## src/rtl/pll_ctrl_pkg.sv

```systemverilog
// ---------------------------------------------------------------------------
// pll_ctrl_pkg
// Shared definitions for the PLL reset sequencer: controller state encoding,
// lock-loss counter width and a helper that sizes the shared cycle counter.
// ---------------------------------------------------------------------------
package pll_ctrl_pkg;

  localparam int unsigned LOSS_CNT_W = 8;

  typedef enum logic [2:0] {
    ST_PLLRST = 3'd0,
    ST_WAIT   = 3'd1,
    ST_FILT   = 3'd2,
    ST_REL    = 3'd3,
    ST_RUN    = 3'd4,
    ST_FAULT  = 3'd5
  } pll_state_e;

  // Width needed for one counter to reach the largest of four terminal counts.
  function automatic int unsigned cnt_width(input int unsigned a,
                                            input int unsigned b,
                                            input int unsigned c,
                                            input int unsigned d);
    int unsigned m;
    int unsigned w;
    m = a;
    if (b > m) m = b;
    if (c > m) m = c;
    if (d > m) m = d;
    w = $clog2(m + 1);
    return (w < 1) ? 1 : w;
  endfunction

endpackage

```

## src/rtl/pll_reset_ctrl_lock_sync.sv

```systemverilog
// ---------------------------------------------------------------------------
// pll_lock_sync
// Two-flop synchronizer bringing the asynchronous PLL lock flag into the
// reference clock domain. Both flops clear to 0 on reset so a lock is never
// assumed until it has actually been observed.
//   clk       in  reference clock
//   rst_n     in  asynchronous active-low reset
//   async_in  in  asynchronous input
//   sync_out  out synchronized output (2 clk latency)
// ---------------------------------------------------------------------------
module pll_lock_sync (
  input  logic clk,
  input  logic rst_n,
  input  logic async_in,
  output logic sync_out
);

  logic meta_q, meta_d;
  logic sync_q, sync_d;

  always_comb begin
    meta_d = async_in;
    sync_d = meta_q;
  end

  always_ff @(posedge clk or negedge rst_n) begin
    if (!rst_n) begin
      meta_q <= 1'b0;
      sync_q <= 1'b0;
    end else begin
      meta_q <= meta_d;
      sync_q <= sync_d;
    end
  end

  assign sync_out = sync_q;

endmodule

```

## src/rtl/pll_reset_ctrl.sv

```systemverilog
// ---------------------------------------------------------------------------
// pll_reset_ctrl
// Sequences PLL reset, waits for a filtered lock, then releases N_DOM
// downstream active-low resets one at a time, STAGE_GAP cycles apart.
// Repeated lock timeouts end in a sticky FAULT; lock loss after release
// re-asserts all downstream resets and restarts the PLL.
//
// Optional feature: define PLL_RESET_CTRL_LOSS_CNT_EN to implement the
// saturating lock-loss counter; otherwise lock_loss_cnt is tied to 0.
//
// Ports
//   clk            in   free-running reference clock
//   rst_n          in   asynchronous active-low reset
//   pll_locked     in   PLL lock flag (asynchronous)
//   clear_fault    in   single-cycle pulse, leaves FAULT
//   pll_rst        out  active-high PLL reset
//   sys_rst_n      out  per-domain active-low resets, bit 0 first
//   ready          out  high in RUN
//   fault          out  high in FAULT
//   lock_loss_cnt  out  saturating lock-loss count
// ---------------------------------------------------------------------------
module pll_reset_ctrl
  import pll_ctrl_pkg::*;
#(
  parameter int unsigned N_DOM          = 5,
  parameter int unsigned PLL_RST_CYCLES = 16,
  parameter int unsigned LOCK_TIMEOUT   = 65536,
  parameter int unsigned LOCK_STABLE    = 1024,
  parameter int unsigned STAGE_GAP      = 8,
  parameter int unsigned MAX_RETRY      = 3
) (
  input  logic                  clk,
  input  logic                  rst_n,
  input  logic                  pll_locked,
  input  logic                  clear_fault,
  output logic                  pll_rst,
  output logic [N_DOM-1:0]      sys_rst_n,
  output logic                  ready,
  output logic                  fault,
  output logic [LOSS_CNT_W-1:0] lock_loss_cnt
);

  localparam int unsigned REL_CYCLES = N_DOM * STAGE_GAP;
  localparam int unsigned CNT_W      = cnt_width(PLL_RST_CYCLES, LOCK_TIMEOUT,
                                                 LOCK_STABLE, REL_CYCLES);
  localparam int unsigned RETRY_W    = $clog2(MAX_RETRY + 1) + 1;

  logic lk;

  pll_lock_sync u_lock_sync (
    .clk      (clk),
    .rst_n    (rst_n),
    .async_in (pll_locked),
    .sync_out (lk)
  );

  pll_state_e         state_q, state_d;
  logic [CNT_W-1:0]   cnt_q, cnt_d;
  logic [RETRY_W-1:0] retry_q, retry_d;
  logic               pll_rst_q, pll_rst_d;
  logic [N_DOM-1:0]   sys_rst_n_q, sys_rst_n_d;
  logic               ready_q, ready_d;
  logic               fault_q, fault_d;
  logic               loss_evt;

  // One counter serves every timed state; it is cleared on each transition.
  always_comb begin
    state_d  = state_q;
    cnt_d    = cnt_q + CNT_W'(1);
    retry_d  = retry_q;
    loss_evt = 1'b0;
    case (state_q)
      ST_PLLRST: begin
        if (cnt_q == CNT_W'(PLL_RST_CYCLES - 1)) begin
          state_d = ST_WAIT;
          cnt_d   = '0;
        end
      end
      ST_WAIT: begin
        if (lk) begin
          state_d = ST_FILT;
          cnt_d   = '0;
        end else if (cnt_q == CNT_W'(LOCK_TIMEOUT - 1)) begin
          cnt_d = '0;
          if (retry_q >= RETRY_W'(MAX_RETRY)) begin
            state_d = ST_FAULT;
          end else begin
            retry_d = retry_q + RETRY_W'(1);
            state_d = ST_PLLRST;
          end
        end
      end
      ST_FILT: begin
        if (!lk) begin
          state_d = ST_WAIT;
          cnt_d   = '0;
        end else if (cnt_q == CNT_W'(LOCK_STABLE - 1)) begin
          state_d = ST_REL;
          cnt_d   = '0;
        end
      end
      ST_REL: begin
        if (!lk) begin
          state_d  = ST_PLLRST;
          cnt_d    = '0;
          loss_evt = 1'b1;
        end else if (cnt_q == CNT_W'(REL_CYCLES - 1)) begin
          state_d = ST_RUN;
          cnt_d   = '0;
        end
      end
      ST_RUN: begin
        cnt_d   = '0;
        retry_d = '0;
        if (!lk) begin
          state_d  = ST_PLLRST;
          loss_evt = 1'b1;
        end
      end
      ST_FAULT: begin
        cnt_d = '0;
        if (clear_fault) begin
          state_d = ST_PLLRST;
          retry_d = '0;
        end
      end
      default: begin
        state_d = ST_PLLRST;
        cnt_d   = '0;
      end
    endcase
  end

  // Outputs are decoded from the next state and registered, so each output
  // flop tracks state_q exactly and cannot glitch.
  always_comb begin
    pll_rst_d   = (state_d == ST_PLLRST) || (state_d == ST_FAULT);
    ready_d     = (state_d == ST_RUN);
    fault_d     = (state_d == ST_FAULT);
    sys_rst_n_d = '0;
    if (state_d == ST_RUN) begin
      sys_rst_n_d = '1;
    end else if (state_d == ST_REL) begin
      // Released bits are held; a new bit opens each STAGE_GAP boundary.
      sys_rst_n_d = (state_q == ST_REL) ? sys_rst_n_q : '0;
      for (int unsigned i = 0; i < N_DOM; i++) begin
        if (cnt_d == CNT_W'(i * STAGE_GAP)) sys_rst_n_d[i] = 1'b1;
      end
    end
  end

  always_ff @(posedge clk or negedge rst_n) begin
    if (!rst_n) begin
      state_q     <= ST_PLLRST;
      cnt_q       <= '0;
      retry_q     <= '0;
      pll_rst_q   <= 1'b1;
      sys_rst_n_q <= '0;
      ready_q     <= 1'b0;
      fault_q     <= 1'b0;
    end else begin
      state_q     <= state_d;
      cnt_q       <= cnt_d;
      retry_q     <= retry_d;
      pll_rst_q   <= pll_rst_d;
      sys_rst_n_q <= sys_rst_n_d;
      ready_q     <= ready_d;
      fault_q     <= fault_d;
    end
  end

  assign pll_rst   = pll_rst_q;
  assign sys_rst_n = sys_rst_n_q;
  assign ready     = ready_q;
  assign fault     = fault_q;

`ifdef PLL_RESET_CTRL_LOSS_CNT_EN
  logic [LOSS_CNT_W-1:0] loss_cnt_q, loss_cnt_d;

  always_comb begin
    loss_cnt_d = loss_cnt_q;
    if (loss_evt && (loss_cnt_q != '1)) loss_cnt_d = loss_cnt_q + LOSS_CNT_W'(1);
  end

  always_ff @(posedge clk or negedge rst_n) begin
    if (!rst_n) loss_cnt_q <= '0;
    else        loss_cnt_q <= loss_cnt_d;
  end

  assign lock_loss_cnt = loss_cnt_q;
`else
  logic unused_loss_evt;
  assign unused_loss_evt = loss_evt;
  assign lock_loss_cnt   = '0;
`endif

endmodule

```

## config.mk

```make
export PLATFORM = sky130hd
export DESIGN_NAME = pll_reset_ctrl
export DESIGN_NICKNAME = d
export VERILOG_FILES = /design/src/rtl/pll_ctrl_pkg.sv /design/src/rtl/pll_reset_ctrl_lock_sync.sv /design/src/rtl/pll_reset_ctrl.sv
export SDC_FILE = /design/constraint.sdc
export NUM_CORES = 1
export LEC_CHECK = 0
export BUFFER_PORTS_ARGS = -buffer_cell sky130_fd_sc_hd__buf_2
export CORE_MARGIN = 4
export CORE_UTILIZATION = 45
export DETAILED_ROUTE_END_ITERATION = 6
export GPL_ROUTABILITY_DRIVEN = 0
export SLEW_MARGIN = 20
export SYNTH_ARGS = -nofsm -noshare
export SYNTH_HDL_FRONTEND = slang
export SYNTH_SLANG_ARGS = --single-unit
export TNS_END_PERCENT = 50
```

## constraint.sdc

```tcl
create_clock -name clk -period 3.8 [get_ports clk]
set_clock_uncertainty 0.1 [all_clocks]
set_input_delay 0.38 -clock clk [delete_from_list [all_inputs] [get_ports clk]]
set_output_delay 0.38 -clock clk [all_outputs]
set_load 0.02 [all_outputs]
```

# [Word level (Yosys, flattened, before mapping)]
# Cells that the tools add are included.
[classes] add_sub_neg=2 n_reduce_logical=6 magnitude_cmp=1 muxes=32 n_eq_ne=25
[op_table] operator="$mux 17" count=7
[op_table] operator="$pmux 17 s4" count=1
[op_table] operator="$mux 3" count=14
[op_table] operator="$eq 17x4->1 const B" count=2
[op_table] operator="$eq 17x5->1 const B" count=2
[op_table] operator="$eq 17x6->1 const B" count=2
[op_table] operator="$ne 4x3->1 const B" count=5
[op_table] operator="$pmux 3 s6" count=1
[op_table] operator="$add 17x1->17 const B" count=1
[op_table] operator="$eq 17x10->1 const B" count=1
[op_table] operator="$eq 17x16->1 const B" count=1
[op_table] operator="$logic_not 17->1" count=1
[op_table] operator="$mux 5" count=3
[op_table] operator="$eq 3x3->1 const B" count=4
[op_table] operator="$eq 3x2->1 const B" count=3
[op_table] operator="$pmux 3 s3" count=1
[op_table] operator="$ne 2x2->1 const B" count=4
[op_table] operator="$logic_not 3->1" count=2
[op_table] operator="$mux 1" count=5
[op_table] operator="$reduce_and 5->1" count=1
[op_table] operator="$add 3x1->3 const B" count=1
[op_table] operator="$eq 3x1->1 const B" count=1
[op_table] operator="$ge 3x2->1 const B" count=1
[op_table] operator="$reduce_bool 3->1" count=1
[op_table] operator="$logic_or 1x1->1" count=1
[word_totals] input_bits=4 reg_bits=33 output_inout_bits=16

# [Logic depth before layout (Yosys ltp)]
# Gate-level depths: netlist of run 1.
[logic_depth] depth_word=8 depth_mapped=14 depth_no_buf=13

# [Cells and area by module]
# Synthesis of run 1 repeated with hierarchy kept, for this count alone.
[unflattened] cells_unflattened=231 hier_area_um2=2088.3
[by_module_without_submodules] module="pll_reset_ctrl" n_inst=1 area_per_inst_um2=2038.2 seq_area_each_um2=777.0 cells_each=229
[by_module_without_submodules] module="pll_lock_sync" n_inst=1 area_per_inst_um2=50.0 seq_area_each_um2=50.0 cells_each=2

# [Least setup slack after synthesis of run 1]
# No wires, ideal clock.
[synth_timing] path_type="reg2reg" startpoint="register cnt_q[0]" endpoint="register sys_rst_n_q[1] (netlist: sys_rst_n[1])" t_required_ps=3575 synth_period_minus_slack_ps=3303 stages_incl_launch_ff=15 t_arrival_ps=3079 slack_ps=497 path_cell_list="dfrtp_1 -> ha_1 -> buf_2 -> nand4_1 -> nor2_1 -> nand4_1 -> inv_1 -> ha_1 -> inv_1 -> a2111oi_2 -> nor2_1 -> a221oi_1 -> nor2_2 -> a21o_1 -> mux2_2"
[synth_between] elab_cells_between_ends=28
[synth_lines] element="start, declared" line="pll_reset_ctrl.sv:58" source="logic [CNT_W-1:0] cnt_q, cnt_d;"
[synth_lines] element="start signal, assigned" line="pll_reset_ctrl.sv:163" source="cnt_q <= cnt_d;"
[synth_lines] element="$eq 17x6->1 (tied with other cells)" line="pll_reset_ctrl.sv:107" source="end else if (cnt_q == CNT_W'(REL_CYCLES - 1)) begin"
[synth_lines] element="$mux 3, on equally long branches" line="pll_reset_ctrl.sv:107, pll_reset_ctrl.sv:83, pll_reset_ctrl.sv:97"
[synth_lines] element="$mux 3, on equally long branches" line="pll_reset_ctrl.sv:103, pll_reset_ctrl.sv:80, pll_reset_ctrl.sv:94"
[synth_lines] element="$pmux 3 s6 (*)" line="pll_reset_ctrl.sv:72" source="case (state_q)"
[synth_lines] element="$eq 3x3->1 (*)"
[synth_lines] element="named net ready_d" line="pll_reset_ctrl.sv:62" source="logic ready_q, ready_d;"
[synth_lines] element="$ne 4x3->1 (no source line) or $mux 5 (tied branches)"
[synth_lines] element="end signal, assigned" line="pll_reset_ctrl.sv:166" source="sys_rst_n_q <= sys_rst_n_d;"
[synth_lines] element="end, declared" line="pll_reset_ctrl.sv:61" source="logic [N_DOM-1:0] sys_rst_n_q, sys_rst_n_d;"
# Mark *: on every way through the listed nets, which the timed path passes. The rest lies on a longest branch.
# A chain may end at the register's enable or synchronous reset.

# [Worst setup path in the final report of run 1]
[layout_timing] startpoint="register cnt_q[0]" endpoint="register sys_rst_n_q[4] (netlist: sys_rst_n[4])"
# Same word-level chain as after synthesis.

==> flow_summary.json, run 1 <==
{
  "outcome": "finished, final reports clean",
  "fin_crit_sh": 0.884,
  "vdd_drop_max_mv": 0.354,
  "port_buffers": 11,
  "p_per_area_nw_per_um2": 481,
  "synthCells": 223,
  "synth-edff-count": 0,
  "drtIter0Drc": 105,
  "hold_viol_final": 0,
  "grt_setup_unrepaired": "false",
  "drt_wl_total_um": 4030,
  "cp_slowest_cell": "a221oi_2",
  "ant_nets": 0,
  "synth_area_um2": 2130,
  "setup_viol": 0,
  "worst_ep_required_time_ns": 3.87,
  "reg2reg_to": "sys_rst_n[4]",
  "syn_avg_cell_area_um2": 9.57,
  "worst-path-buf-inv": 3,
  "postCtsSetupBuffers": 0,
  "endpoint_kind": "flip-flop",
  "clk_pin_slew_ns": 0.07,
  "drc_errors": 0,
  "gr-total-overflow": 0,
  "grt_start_max_net_pins": 34,
  "design_area_um2": 2290,
  "hold_class": "primary input to asynchronous set/reset pin",
  "synth_ff_type": "dfrtp_1",
  "wl_per_cell_um": 14.1,
  "cts_resized": 0,
  "dieArea_um2": 5910,
  "start_util": 0.477,
  "num-fill-cells": 422,
  "num_vias": 1564,
  "grt_pass1_vias": 1487,
  "cts_tree": "built",
  "htreeDepth": 2,
  "cpLargestDelayFamily": "compound AO/OA/AOI/OAI gates",
  "layout_min_cycle_time_ns": 3.36,
  "drive_above_1_share": 0.197,
  "rrSetupSlack_ns": 0.44,
  "die_w_um": 76.9,
  "tightest_slew_ns": 0.721,
  "cellLeakagePower_nw": 1.07,
  "ys_ff_latch": 33,
  "setup_tns_ns": 0,
  "placementRows": 24,
  "path_cells": "ha_1 -> nand4_1 -> nor2_1 -> nand4_1 -> inv_1 -> ha_1 -> inv_1 -> a2111oi_2 -> buf_4 -> nor2_1 -> a221oi_2 -> nor2_2 -> a21o_1 -> mux2_2",
  "ctsHoldBuffers": 0,
  "ys_types": 64,
  "dr.pass1.iters": 4,
  "nNetsFinal": 241,
  "r2r_start": "cnt_q[0]",
  "cts_root_buffer": "clkbuf_8",
  "diodes": 0,
  "slew_viol_final": 0,
  "dp.final_hpwl_um": 2970,
  "clock_sinks": 33,
  "postPlaceCellArea_um2": 2180,
  "maxSlewHeadroom": 0.519,
  "die_h_um": 76.9,
  "clockBufferDepth": 2,
  "cp.arrival_ns": 3.43,
  "cts_buffers": 5,
  "seq_area_frac_synth": 0.388,
  "slowest_delay_ns": 0.42,
  "ys_async_sr_fraction": 1.00,
  "maxCapViolations": 0,
  "rr_worst_depth": 14,
  "ys_warn_count": 0,
  "start_kind": "flip-flop",
  "grt_usage": 0.151,
  "area_growth_pct": 7.39,
  "core-area_um2": 4470,
  "timing.fmax_mhz": 298,
  "crit_fanout": 8,
  "clk_latency_ns": 0.28,
  "io_pins": 20,
  "antenna_found_initial": 0,
  "grt_first_pass_wirelength_um": 7170,
  "vias_per_cell": 5.49,
  "timing_worst_setup_path_type": "flip-flop to flip-flop"
}
## flip-flops by register name (all words and copies together), names as in the netlist
signal and flops:
cnt_q 17, fault 1, pll_rst 1, ready 1, retry_q 3, state_q 3
sys_rst_n 5, u_lock_sync.meta_q 1, u_lock_sync.sync_out 1
## power breakdown
group | leakage, nW | total [W] | internal [W] | switching, W
logic | 0.569 | 0.000361 | 0.000144 | 0.000218
registers | 0.445 | 0.000448 | 0.000393 | 0.0000552
clock network | 0.0542 | 0.000292 | 0.000164 | 0.000128
## per-layer routing
metal	vias to the layer above	GRT usage	share of wire
li1	798	-	-
met1	738	0.212	0.51
met2	22	0.229	0.44
met3	6	0.0363	0.038
met4	0	0.0489	0.015
met5	-	0	0
## area by class of cell
class                      count  area, um2  area share
sequential                    33        827       0.361
timing repair buffer          14       77.6      0.0339
clock buffer                   7       96.3      0.0421
multi-input combinational    173       1200       0.524
inverter                       5       18.8     0.00819
tap                           52       65.1      0.0284
clock inverter                 1       5.00     0.00218
## stage by stage
step / hold WS, ns / power (W) / std cells / util / worst slack (ns)
floorplan: -0.0156 / 0.000750 / 230 / - / 0.497
global placement: 0.235 / 0.000813 / 277 / 0.488 / 0.321
detailed placement: 0.238 / 0.000815 / 277 / 0.488 / 0.241
CTS: 0.0857 / 0.00111 / 285 / 0.511 / 0.228
global route: 0.0913 / 0.00118 / 285 / 0.512 / 0.0516
finish: 0.0474 / 0.00110 / 285 / 0.512 / 0.439
## cell usage in the layout, fill, tap and decap left out, drive strengths merged, types with 2 or more instances in the layout
cell type / instances
clkbuf: 7
buf: 14
nor3: 12
nand2: 14
mux2i: 2
or4: 2
or3: 5
ha: 5
nand4: 5
inv: 5
nand3: 9
a21o: 3
dfrtp: 32
nand2b: 6
a31oi: 2
mux2: 3
xnor2: 11
and2: 2
o21ai: 9
xor2: 7
and3: 5
nor2b: 3
o31ai: 2
conb: 8
or2: 6
a21oi: 4
nor2: 23
nor4: 4
## worst reg2reg max path, stage by stage, from the launching register on
cell	delay, ns
dfrtp_1	0.41
ha_1	0.31
nand4_1	0.15
nor2_1	0.21
nand4_1	0.15
inv_1	0.09
ha_1	0.19
inv_1	0.10
a2111oi_2	0.33
buf_4	0.18
nor2_1	0.05
a221oi_2	0.42
nor2_2	0.14
a21o_1	0.17
mux2_2	0.25
## worst max path at each step
| stage | startpoint | end | slack (ns) | depth (start not counted) |
|---|---|---|---|---|
| final | cnt_q[0] | sys_rst_n[4] | 0.44 | 14 |
| after detailed placement | cnt_q[0] | sys_rst_n[4] | 0.24 | 14 |
| after global placement | cnt_q[0] | sys_rst_n[4] | 0.32 | 14 |
| after global routing | cnt_q[0] | sys_rst_n[3] | 0.05 | 14 |
| after CTS | cnt_q[0] | sys_rst_n[4] | 0.23 | 14 |
| after floorplan | cnt_q[0] | sys_rst_n[1] | 0.50 | 14 |
## synthesized netlist by cell type (2+ instances only)
master    instances  area (um2)
a21oi_1           4        20.0
nand4_1           4        25.0
a21o_1            3        22.5
xnor2_1          11        96.3
dfrtp_1          32         801
o21ai_0           6        30.0
nand2_1          13        48.8
and2_1            2        12.5
nor3_1           11        55.1
ha_1              5        62.6
nor2b_1           3        18.8
mux2_2            3        33.8
nand2b_1          6        37.5
o21ai_1           2        10.0
mux2i_1           2        20.0
nor4_1            2        12.5
clkbuf_1          4        15.0
or2_2             4        25.0
a31oi_1           2        12.5
nor2_1           22        82.6
and3_1            5        31.3
buf_2             5        25.0
inv_1             5        18.8
xor2_1            7        61.3
or4_1             2        15.0
nand3_1           9        45.0
buf_4             9        67.6
or3_1             4        25.0
## cell families (layout without fill, tap and decap cells)
family	after synthesis	in the layout	synth area share
muxes	5	5	0.0252
other	1	8	0.00176
xor gates and xnor gates	18	18	0.0739
AOI/OAI and AO/OA	34	34	0.131
adders and majority gates	5	5	0.0293
and+or+nand+nor	103	103	0.287
DFF	33	33	0.388
buffers and inverters	24	27	0.0645
Power figures use the tool's default switching activity.
==> inputs of run 2 (changes only) <==
ABC_AREA = 1   (was not set)
==> run 2 against run 1 <==
Against the previous run:
- critical path depth is 4 higher
- first-iteration DRC count up 36%
- register-to-register slack improved by 0.39 ns
- total power is 4.8% higher
- final cell count rose by 40%
- clock power is 12% lower
- setup slack better by 0.39 ns
- sequential share of layout area is 2.4 points lower
- hold slack better by 0.0044 ns
- clock-buffer cell count fell by 1
- synthesized area is 7.2% higher
- via count grew 25%
- critical path type unchanged
- critical endpoint is now sys_rst_n[1]
- largest power group is now combinational logic
- highest routed layer unchanged
==> flow_summary.json, run 2 <==
{
  "diodes": 0,
  "area_growth_pct": 7.28,
  "crit_start": "cnt_q[0]",
  "tightest_slew_ns": 0.726,
  "worst_ep_required_time_ns": 3.87,
  "placementRows": 25,
  "ctsHoldBuffers": 0,
  "final_common_cell": "nor2_1",
  "final_cell_mix": "nor2_1, nand2_1, inv_1",
  "drc_errors": 0,
  "yosysMostFrequentCell": "nor2_1",
  "largest_register": "cnt_q",
  "timing.fmax_mhz": 336,
  "cts_buffers": 5,
  "maxCapViolations": 0,
  "fin_crit_sh": 0.783,
  "port_buffers": 11,
  "synth-edff-count": 0,
  "synth_ff_type": "dfrtp_1",
  "p_sw_w": 0.000492,
  "ys_async_sr_fraction": 1.00,
  "ys_warn_count": 0,
  "slew_viol_final": 0,
  "syn_avg_cell_area_um2": 7.19,
  "crit_fanout": 6,
  "start_kind": "flip-flop",
  "die_w_um": 79.3,
  "synthCells": 318,
  "num_vias": 1957,
  "p_clk_frac": 0.221,
  "start_util": 0.475,
  "postCtsSetupBuffers": 0,
  "cellLeakagePower_nw": 1.24,
  "dieArea_um2": 6290,
  "cts_resized": 0,
  "drt_wl_total_um": 4990,
  "grt_pass1_vias": 1797,
  "layout_min_cycle_time_ns": 2.97,
  "setup_tns_ns": 0,
  "hold_class": "primary input to asynchronous set/reset pin",
  "maxSlewHeadroom": 0.516,
  "ant_nets": 0,
  "register_area_um2": 827,
  "num-fill-cells": 499,
  "wl_per_cell_um": 12.5,
  "combPwrFrac": 0.396,
  "drive_above_1_share": 0.171,
  "cp.arrival_ns": 3.04,
  "htreeDepth": 2,
  "crit_top_cell": "nand2_1",
  "ys_types": 35,
  "synth_area_um2": 2290,
  "timing_worst_setup_path_type": "flip-flop to flip-flop",
  "worst-path-buf-inv": 3,
  "vdd_drop_max_mv": 0.295,
  "outcome": "finished, final reports clean",
  "grt_usage": 0.174,
  "drtIter0Drc": 143,
  "antenna_found_initial": 0,
  "core-area_um2": 4820,
  "p_sw_frac": 0.426,
  "largest_register_ffs": 17,
  "yosysTopAreaCell": "dfrtp_1",
  "ys_ff_latch": 33,
  "dp.final_hpwl_um": 3820,
  "power.total_w": 0.00115,
  "clock_sinks": 33,
  "cp_slowest_cell": "dfrtp_1",
  "ys_top_cells_by_count": "nor2_1, nand2_1, inv_1",
  "p_per_area_nw_per_um2": 471,
  "clk_latency_ns": 0.28,
  "dr.pass1.iters": 4,
  "multi_input_area_um2": 1240,
  "cts_root_buffer": "clkbuf_8",
  "seq_area_frac_synth": 0.362,
  "path_cells": "ha_1 -> nand2_2 -> nor3_2 -> nand2_1 -> inv_1 -> nand2_1 -> inv_1 -> ha_1 -> inv_1 -> nand3_1 -> a21boi_4 -> nand2_4 -> o21ai_1 -> nand2_1 -> nor2_1 -> nand3_1 -> nand2_1 -> nand3_1",
  "gr-total-overflow": 0,
  "r2r_start": "cnt_q[0]",
  "yosysTopAreaCellShare": 0.350,
  "io_pins": 20,
  "nNetsFinal": 341,
  "endpoint_kind": "flip-flop",
  "p_int_w": 0.000663,
  "grt_first_pass_wirelength_um": 8550,
  "die_h_um": 79.3,
  "grt_setup_unrepaired": "false",
  "slowest_delay_ns": 0.42,
  "setup_viol": 0,
  "clk_pin_slew_ns": 0.07,
  "clockBufferDepth": 2,
  "hold_viol_final": 0,
  "cts_tree": "built",
  "grt_start_max_net_pins": 34,
  "synth_area_leaders": "dfrtp_1, nor2_1, nand2_1, nand3_1, inv_1",
  "vias_per_cell": 4.89,
  "cpLargestDelayFamily": "simple AND/OR/NAND/NOR gates",
  "seq_power_share": 0.383
}
==> run 2: cell types whose count changed after synthesis, sizes merged, moves of 10 or more <==
cell | previous run | this run
inv | 5 | 40
nor2 | 23 | 74
nand3 | 9 | 36
xnor2 | 11 | 1
nand2 | 14 | 66
==> run 2: layout make-up <==
| class | instances | share of cell area |
|---|---|---|
| multi-input cells | 239 | 0.507 |
| flip-flops and latches | 33 | 0.337 |
| inverters | 42 | 0.0653 |
| well taps | 67 | 0.0342 |
| clock buffers | 6 | 0.0296 |
| repair buffers | 11 | 0.0224 |
| clock inverters | 2 | 0.00408 |
==> run 2: worst paths after layout <==
| kind | to | slack [ns] | depth (start not counted) |
|---|---|---|---|
| max reg2reg | sys_rst_n[1] | 0.83 | 18 |
| min reg2reg | u_lock_sync.sync_out | 0.25 | 0 |
| min | retry_q[1] | 0.05 | 1 |
| max | sys_rst_n[1] | 0.83 | 18 |
| min in group clk | u_lock_sync.meta_q | 0.10 | 1 |
| max in group asynchronous | sys_rst_n[0] | 3.09 | 1 |
==> run 2: power groups by stage <==
stage | Combinational [W] | Clock, W | Sequential (W)
6_report | 0.000457 | 0.000256 | 0.000442
5_1_grt | 0.000504 | 0.000285 | 0.000451
2_1_floorplan | 0.000377 | 0 | 0.000444
3_3_place_gp | 0.000461 | 0 | 0.000448
4_1_cts | 0.000464 | 0.000265 | 0.000442
3_5_place_dp | 0.000462 | 0 | 0.000448
==> run 2: logic make-up after synthesis <==
logic type | Yosys count | synth area share
compound gates | 20 | 0.0531
xor+xnor | 3 | 0.0115
fa+ha+maj | 5 | 0.0274
buf+inv | 53 | 0.106
flops | 33 | 0.362
other cells | 1 | 0.00164
simple gates | 203 | 0.439
==> run 2: routing by layer <==
metal  global-route usage  wire [um]
met1                0.251       2500
met2                0.261       2190
met3               0.0340        229
met4               0.0567         66
met5                    0          0
==> run 2: stage by stage <==
| step | utilization | cells | setup slack, ns | hold slack, ns | cell area, um2 |
|---|---|---|---|---|---|
| 6_report | 0.509 | 400 | 0.826 | 0.0518 | 2450 |
| 4_1_cts | 0.509 | 400 | 0.825 | 0.0780 | 2450 |
| 2_1_floorplan | - | 325 | 1.29 | -0.0156 | 2310 |
| 5_1_grt | 0.509 | 400 | 0.537 | 0.0892 | 2450 |
| 3_5_place_dp | 0.492 | 392 | 0.844 | 0.237 | 2370 |
| 3_3_place_gp | 0.492 | 392 | 0.957 | 0.235 | 2370 |
==> run 2: worst register-to-register path, delay by kind of cell (launching register included) <==
kind | cells | cell delay [ns]
buffers and inverters | 3 | 0.19
DFF | 1 | 0.42
and+or+nand+nor | 11 | 1.40
AOI/OAI and AO/OA | 2 | 0.34
adders and majority gates | 2 | 0.40
